$ cat config.mk
export PLATFORM = sky130hd
export DESIGN_NAME = uart_tx_buffered
export DESIGN_NICKNAME = d
export VERILOG_FILES = /design/src/rtl/uart_tx_buffered.sv
export SDC_FILE = /design/constraint.sdc
export NUM_CORES = 1
export LEC_CHECK = 0
export ABC_CLOCK_PERIOD_IN_PS = 7100
export CORE_ASPECT_RATIO = 1.4
export CORE_MARGIN = 3
export CORE_UTILIZATION = 35
export CTS_BUF_LIST = sky130_fd_sc_hd__clkbuf_8
export CTS_CLUSTER_DIAMETER = 100
export DETAILED_ROUTE_END_ITERATION = 10
export DONT_BUFFER_PORTS = 1
export SLEW_MARGIN = 5
export SYNTH_ARGS = -nofsm -noshare
export SYNTH_HDL_FRONTEND = slang
export SYNTH_SLANG_ARGS = --single-unit
export TNS_END_PERCENT = 20
$ cat constraint.sdc
create_clock -name clk -period 7.1 [get_ports clk]
set_input_delay 1.42 -clock clk [delete_from_list [all_inputs] [get_ports clk]]
set_output_delay 1.42 -clock clk [all_outputs]
set_load 0.01 [all_outputs]
$ cat src/rtl/uart_tx_buffered.sv
// Buffered 8N1 UART transmitter: valid/ready byte input into a circular FIFO,
// serialized as back-to-back frames with a sent-frame counter and sticky overflow flag.
module uart_tx_buffered #(
  parameter int CLK_FREQ = 50_000_000,
  parameter int BAUD     = 100000,
  parameter int DEPTH    = 16
) (
  input  logic                     clk,
  input  logic                     rst_n,
  input  logic [7:0]               in_data,
  input  logic                     in_valid,
  output logic                     in_ready,
  output logic                     serial_tx,
  output logic                     busy,
  output logic [$clog2(DEPTH):0]   fifo_count,
  output logic [15:0]              sent_count,
  output logic                     overflow
);

  localparam int CLKS_PER_BIT = CLK_FREQ / BAUD;
  localparam int TW = $clog2(CLKS_PER_BIT);
  localparam int PW = $clog2(DEPTH);
  localparam logic [TW-1:0] TIMER_LAST = TW'(CLKS_PER_BIT - 1);
  localparam logic [PW:0]   COUNT_FULL = (PW+1)'(DEPTH);

  typedef enum logic [1:0] {IDLE, START, DATA, STOP} state_t;

  state_t          state_reg, state_next;
  logic [TW-1:0]   timer_reg, timer_next;
  logic [2:0]      bit_idx_reg, bit_idx_next;
  logic [7:0]      shift_reg;
  logic            tx_reg, tx_next;
  logic [PW-1:0]   wr_ptr_reg, rd_ptr_reg;
  logic [PW:0]     count_reg;
  logic [15:0]     sent_count_reg, sent_count_next;
  logic            overflow_reg;
  logic [7:0]      fifo_mem [DEPTH];

  logic push, pop, shift_en, frame_done, timer_done;

  assign in_ready   = (count_reg != COUNT_FULL);
  assign push       = in_valid && in_ready;
  assign serial_tx  = tx_reg;
  assign busy       = (state_reg != IDLE) || (count_reg != '0);
  assign fifo_count = count_reg;
  assign sent_count = sent_count_reg;
  assign overflow   = overflow_reg;

  always_comb begin
    state_next   = state_reg;
    timer_next   = timer_reg;
    bit_idx_next = bit_idx_reg;
    tx_next      = 1'b1;
    pop          = 1'b0;
    shift_en     = 1'b0;
    frame_done   = 1'b0;
    timer_done   = (timer_reg == TIMER_LAST);
    case (state_reg)
      IDLE: begin
        if (count_reg != '0) begin
          pop        = 1'b1;
          timer_next = '0;
          state_next = START;
        end
      end
      START: begin
        tx_next = 1'b0;
        if (timer_done) begin
          timer_next   = '0;
          bit_idx_next = '0;
          state_next   = DATA;
        end else begin
          timer_next = timer_reg + TW'(1);
        end
      end
      DATA: begin
        tx_next = shift_reg[0];
        if (timer_done) begin
          timer_next   = '0;
          shift_en     = 1'b1;
          bit_idx_next = bit_idx_reg + 3'd1;
          if (bit_idx_reg == 3'd7) state_next = STOP;
        end else begin
          timer_next = timer_reg + TW'(1);
        end
      end
      STOP: begin
        if (timer_done) begin
          timer_next = '0;
          frame_done = 1'b1;
          // Chain straight into the next start bit so queued frames leave no idle gap.
          if (count_reg != '0) begin
            pop        = 1'b1;
            state_next = START;
          end else begin
            state_next = IDLE;
          end
        end else begin
          timer_next = timer_reg + TW'(1);
        end
      end
      default: state_next = IDLE;
    endcase
  end

  assign sent_count_next = frame_done ? sent_count_reg + 16'd1 : sent_count_reg;

  always_ff @(posedge clk) begin
    if (!rst_n) begin
      state_reg      <= IDLE;
      timer_reg      <= '0;
      bit_idx_reg    <= '0;
      tx_reg         <= 1'b1;
      wr_ptr_reg     <= '0;
      rd_ptr_reg     <= '0;
      count_reg      <= '0;
      sent_count_reg <= '0;
      overflow_reg   <= 1'b0;
    end else begin
      state_reg      <= state_next;
      timer_reg      <= timer_next;
      bit_idx_reg    <= bit_idx_next;
      tx_reg         <= tx_next;
      sent_count_reg <= sent_count_next;
      if (push) wr_ptr_reg <= wr_ptr_reg + PW'(1);
      if (pop)  rd_ptr_reg <= rd_ptr_reg + PW'(1);
      if (push && !pop)      count_reg <= count_reg + (PW+1)'(1);
      else if (pop && !push) count_reg <= count_reg - (PW+1)'(1);
      if (in_valid && !in_ready) overflow_reg <= 1'b1;
    end
  end

  // Storage and shifter carry no reset; the head byte is read straight into the shifter.
  always_ff @(posedge clk) begin
    if (push) fifo_mem[wr_ptr_reg] <= in_data;
  end

  always_ff @(posedge clk) begin
    if (pop)           shift_reg <= fifo_mem[rd_ptr_reg];
    else if (shift_en) shift_reg <= {1'b0, shift_reg[7:1]};
  end

endmodule

==> flow_metrics.env, run 1 <==
export IMPL_status="finished, final reports clean"
export IMPL_clk_latency_ns=0.46
export IMPL_max_slew_margin_pct=37.1
export IMPL_portBuffers=0
export IMPL_cp_end_kind="flop"
export IMPL_grtUsageTotal_pct=12.8
export IMPL_cts_buffer_depth=2
export IMPL_cp_max_fo=14
export IMPL_grt_max_degree=44
export IMPL_gp_congestion=0.756
export IMPL_rsz0062_at_grt="no"
export IMPL_antenna_found_initial=0
export IMPL_yosys_area_top_type="edfxtp_1"
export IMPL_critPathRequiredTime_ns=7.49
export IMPL_diodes=0
export IMPL_min_period_ns=3.64
export IMPL_fp_dieH_um=180
export IMPL_finalWorstSetupSlack_ns=3.46
export IMPL_grt_overflow=0
export IMPL_async_reset_ff_share_pct=0
export IMPL_setup_viol=0
export IMPL_grt_pass1_vias=4291
export IMPL_cts_resized=0
export IMPL_highest_layer="met4"
export IMPL_tritoncts="yes"
export IMPL_fin_skew_ns=0.0185
export IMPL_finalHoldViolations=0
export IMPL_rows=63
export IMPL_fmax_mhz=275
export IMPL_worstMarginPinSlew_ns=0.941
export IMPL_arrival_ns=4.03
export IMPL_wire_per_inst_um=18.3
export IMPL_dpl_hpwl_um=9720
export IMPL_period_share_pct=51.3
export IMPL_nets=542
export IMPL_die_area_mm2=0.0236
export IMPL_yosys_warnings=0
export IMPL_maxCapViolCount=0
export IMPL_synth_seq_cells=185
export IMPL_ys_top_cells_by_area="edfxtp_1, dfxtp_1, mux4_2"
export IMPL_synth_area_per_cell_um2=15.1
export IMPL_drv_slew=0
export IMPL_wl_met3_um=579
export IMPL_routed_wl_um=14400
export IMPL_pre_cts_slack_ns=3.32
export IMPL_grt_pass1_wl_um=23200
export IMPL_drc=0
export IMPL_hold_path_class="flop to flop"
export IMPL_p_per_area_mw_per_mm2=324
export IMPL_routedLengthMet1_um=5940
export IMPL_rrSetupSlack_ns=3.46
export IMPL_clk_pin_slew_worst_paths_ns=0.10
export IMPL_pin_count=36
export IMPL_drive_gt1_share_pct=16.2
export IMPL_antenna_left=0
export IMPL_viasPerCell=5.23
export IMPL_numCtsBuffers=17
export IMPL_design_core_area_mm2=0.0213
export IMPL_synth_cells=505
export IMPL_ys_seq_area_share_pct=66.6
export IMPL_synth_cell_types=51
export IMPL_worstSetupPathType="flop to flop"
export IMPL_synth_area_mm2=0.00761
export IMPL_dr_wl_met2_um=7550
export IMPL_largest_reg_flops=128
export IMPL_synthFlopType="edfxtp_1"
export IMPL_cts_root_buf="clkbuf_8"
export IMPL_cts_sinks=185
export IMPL_yosysTopAreaCellShare_pct=53.7
export IMPL_synth_nets=534
export IMPL_dr_pass1_iters=4
export IMPL_start_util_pct=35.7
export IMPL_first_iter_violations=228
export IMPL_cts_hold_buf=0
export IMPL_irDropWorstVdd_mv=0.155
export IMPL_syn2layout_area_growth_pct=8.87
export IMPL_setup_tns_ns=0
export IMPL_die_w_um=131
export IMPL_htreeDepth=4
export IMPL_p_leak_nw=2.63
export IMPL_cp_start_kind="flop"
export IMPL_synth_edf_count=136
export IMPL_post_cts_buffers=0
export IMPL_dr_total_vias=4109
## cell type report
cell class,instances,area [um^2]
Clock buffer,17,234
Clock inverter,15,134
Multi-Input combinational cell,286,2400
Fill cell,1988,13000
Inverter,14,52.6
Sequential cell,185,5070
Timing Repair Buffer,9,67.6
Tap cell,260,325
## cells in the final DEF (no fill, tap or decap), types with 4 or more instances in the layout
cell,n
o31ai_1,4
nor2b_1,5
a21oi_1,17
nand3_1,7
mux4_2,32
inv_8,5
dfxtp_1,48
clkbuf_8,17
a211oi_1,5
a311oi_1,4
o22ai_1,8
and3_1,4
nor2_1,53
edfxtp_1,136
o21ai_0,10
xor2_1,5
ha_1,17
mux2i_1,11
buf_4,9
nand2_1,21
nand2b_1,9
nor3_1,12
inv_1,13
nand4_1,6
xnor2_1,16
## metrics by stage
stage                     power, W  area (um^2)  hold WS [ns]  util, %  std cells
final                      0.00268         8280         0.490     38.9        786
after global routing       0.00284         8280         0.507     38.9        786
after CTS                  0.00272         8280         0.483     38.9        786
after detailed placement   0.00206         7910         0.468     37.2        754
after global placement     0.00204         7910         0.466     37.2        754
after floorplan            0.00190         7610         0.436        -        505
## cells by family after synthesis
group / share of synthesized area [%]
flip-flops: 66.6
AND/OR/NAND/NOR: 9.15
AO/OA/AOI/OAI: 5.58
multiplexers: 11.4
buffers and inverters: 1.84
XOR/XNOR: 2.42
adder cells (fa/ha/maj): 3.06
## synthesized netlist by cell type, types with 2 or more instances
cell	instances
mux2i_1	11
a311oi_1	4
ha_1	17
xnor2_1	16
o31ai_1	4
buf_4	2
nand3_1	7
nand2_1	21
mux2_2	3
inv_2	2
buf_2	4
or3_1	3
nand4_1	6
and3_1	4
and2_1	2
nand3b_1	3
xor2_1	5
o21ai_0	10
a21oi_1	17
nor2b_1	5
a22oi_1	3
nor4_1	3
inv_1	11
edfxtp_1	136
nand2b_1	9
a31oi_1	2
o22ai_1	8
mux4_2	32
a211oi_1	5
nor3_1	12
dfxtp_1	49
and4_1	3
a21o_1	3
clkbuf_1	14
nor2_1	53
## where the power goes
part / internal, W / switching, W
sequential: 0.00126 / 0.0000536
clock: 0.000257 / 0.000402
combinational: 0.000319 / 0.000389
total: 0.00184 / 0.000845
## critical path, stage by stage (launching register included)
cell and delay [ns]:
dfxtp_1 0.38, ha_1 0.24, and4bb_2 0.34, nand3_2 0.19, a211oi_4 0.63, inv_2 0.19, ha_1 0.28, inv_1 0.14
ha_1 0.29, a21o_1 0.19, a21oi_1 0.17, xnor2_1 0.09, or3_1 0.31, a21oi_1 0.14
## path summary, 6_finish.rpt
check / startpoint / end / cells after the start
worst max register to register: timer_reg[0] / fifo_count[4] / 13
worst min register to register: rd_ptr_reg[3] / flop / 2
worst max-delay path: timer_reg[0] / fifo_count[4] / 13
worst min-delay path: rd_ptr_reg[3] / flop / 2
## routing by layer
metal  track usage [%]  vias up
met5                 0        -
met4              4.53        0
met3              3.38       20
li1                  -     1946
met1              15.4     2059
met2              22.1       84
Note: power is estimated with default switching activity, not from simulation.
==> run 2, diff against run 1 <==
- ABC_CLOCK_PERIOD_IN_PS: 7100 -> 3300
- clock period: 7.1 -> 3.3 ns (I/O delays scaled with it)
==> flow_metrics.env, run 2 (synthesis gave the netlist of run 1 again) <==
export IMPL_status="finished, final reports clean"
export IMPL_slowest_stage="dfxtp_1"
export IMPL_numCtsBuffers=17
export IMPL_fmax_mhz=324
export IMPL_startpoint="timer_reg[0]"
export IMPL_place_area_mm2=0.00803
export IMPL_hold_path_class="input pin to flop"
export IMPL_n_fill_cell=1920
export IMPL_syn2layout_area_growth_pct=11.5
export IMPL_p_leak_nw=2.74
export IMPL_largest_reg_flops=128
export IMPL_final_common_cell="edfxtp_1"
export IMPL_dpl_hpwl_um=10300
export IMPL_cp_end_kind="flop"
export IMPL_pin_count=36
export IMPL_antenna_left=0
export IMPL_routed_wl_um=14600
export IMPL_max_slew_margin_pct=41.6
export IMPL_maxCapViolCount=0
export IMPL_htreeDepth=4
export IMPL_worstMarginPinSlew_ns=0.872
export IMPL_fin_util_pct=39.8
export IMPL_cts_hold_buf=0
export IMPL_critPathBufInv=2
export IMPL_viasPerCell=5.17
export IMPL_arrival_ns=3.47
export IMPL_wire_per_inst_um=18.2
export IMPL_dr_pass1_iters=4
export IMPL_tritoncts="yes"
export IMPL_mostFrequentLayoutCells="edfxtp_1, nor2_1, dfxtp_1, mux4_2, buf_4"
export IMPL_clk_pin_slew_worst_paths_ns=0.10
export IMPL_timing_rr_start="timer_reg[0]"
export IMPL_fp_dieH_um=180
export IMPL_clk_latency_ns=0.46
export IMPL_die_area_mm2=0.0236
export IMPL_cp_cell_sequence="ha_2 -> and4bb_4 -> nand3_4 -> a211oi_4 -> inv_2 -> ha_1 -> inv_1 -> ha_1 -> a21o_1 -> a21oi_1 -> xnor2_1 -> or3_1 -> a21oi_1"
export IMPL_grtUsageTotal_pct=13.0
export IMPL_fin_skew_ns=0.0159
export IMPL_power_w=0.00596
export IMPL_drive_gt1_share_pct=19.4
export IMPL_irDropWorstVdd_mv=0.323
export IMPL_cts_root_buf="clkbuf_8"
export IMPL_regArea_mm2=0.00507
export IMPL_gp_congestion=0.695
export IMPL_grt_max_degree=44
export IMPL_cts_buffer_depth=2
export IMPL_min_period_ns=3.08
export IMPL_postLayoutCellArea_mm2=0.00848
export IMPL_rsz0062_at_grt="no"
export IMPL_critPathMaxStageDelay_ns=0.38
export IMPL_finalHoldViolations=0
export IMPL_period_share_pct=93.4
export IMPL_dr_total_vias=4145
export IMPL_antenna_found_initial=0
export IMPL_setup_viol=0
export IMPL_nets=558
export IMPL_drv_slew=0
export IMPL_cp_start_kind="flop"
export IMPL_cp_max_fo=6
export IMPL_path_delay_family="compound AO/OA/AOI/OAI gates"
export IMPL_die_w_um=131
export IMPL_p_per_area_mw_per_mm2=702
export IMPL_hp_start="rst_n"
export IMPL_portBuffers=0
export IMPL_setup_tns_ns=0
export IMPL_grt_overflow=0
export IMPL_cts_sinks=185
export IMPL_first_iter_violations=256
export IMPL_grt_pass1_vias=4400
export IMPL_multi_input_area_mm2=0.00241
export IMPL_critPathRequiredTime_ns=3.68
export IMPL_drc=0
export IMPL_start_util_pct=35.7
export IMPL_rows=63
export IMPL_design_core_area_mm2=0.0213
export IMPL_diodes=0
export IMPL_grt_pass1_wl_um=23400
export IMPL_worstSetupPathType="flop to flop"
==> run 2: routing by layer <==
| metal | GRT usage (%) | part of all wire, % | up-vias |
|---|---|---|---|
| met5 | 0 | 0 | - |
| met1 | 14.7 | 39 | 2099 |
| li1 | - | - | 1974 |
| met4 | 3.46 | 1.1 | 0 |
| met2 | 23.8 | 57 | 57 |
| met3 | 3.44 | 3.2 | 15 |
==> run 2: path summary, 6_finish.rpt <==
check	to	slack, ns	cells past startpoint
min	serial_tx	0.26	1
min reg2reg	flop	0.49	2
max	fifo_count[4]	0.22	13
max reg2reg	fifo_count[4]	0.22	13
==> run 2: report_power, final <==
| part | switching, W | total [W] | internal (W) |
|---|---|---|---|
| Combinational | 0.000837 | 0.00158 | 0.000738 |
| Clock | 0.000896 | 0.00155 | 0.000653 |
| Sequential | 0.000121 | 0.00283 | 0.00271 |
==> run 2: metrics by stage <==
step | setup WS (ns) | hold slack, ns | instances
global route | 0.0354 | 0.218 | 802
finish | 0.216 | 0.263 | 802
CTS | 0.108 | 0.228 | 801
global placement | 0.195 | 0.461 | 769
detailed placement | 0.144 | 0.476 | 769
floorplan | 0.345 | 0.436 | 505
==> run 2: cell type report <==
cell class / count / share of cell area, %
sequential: 185 / 59.7
multi-input combinational: 286 / 28.5
clock buffer: 17 / 2.76
tap: 260 / 3.84
clock inverter: 15 / 2.36
timing repair buffer: 25 / 2.21
inverter: 14 / 0.620
==> run 2: what timing repair did <==
| action | 4_1_cts | 5_1_grt |
|---|---|---|
| setup endpoints to repair | 0 | 1 |
| gates resized for setup | 0 | 3 |
| hold endpoints to repair | 0 | 0 |
| buffers inserted | 0 | 1 |
==> run 2: worst reg2reg max path: stages (launching register included) <==
cell	delay [ns]
dfxtp_1	0.38
ha_2	0.24
and4bb_4	0.31
nand3_4	0.13
a211oi_4	0.29
inv_2	0.12
ha_1	0.24
inv_1	0.14
ha_1	0.28
a21o_1	0.19
a21oi_1	0.16
xnor2_1	0.09
or3_1	0.31
a21oi_1	0.14
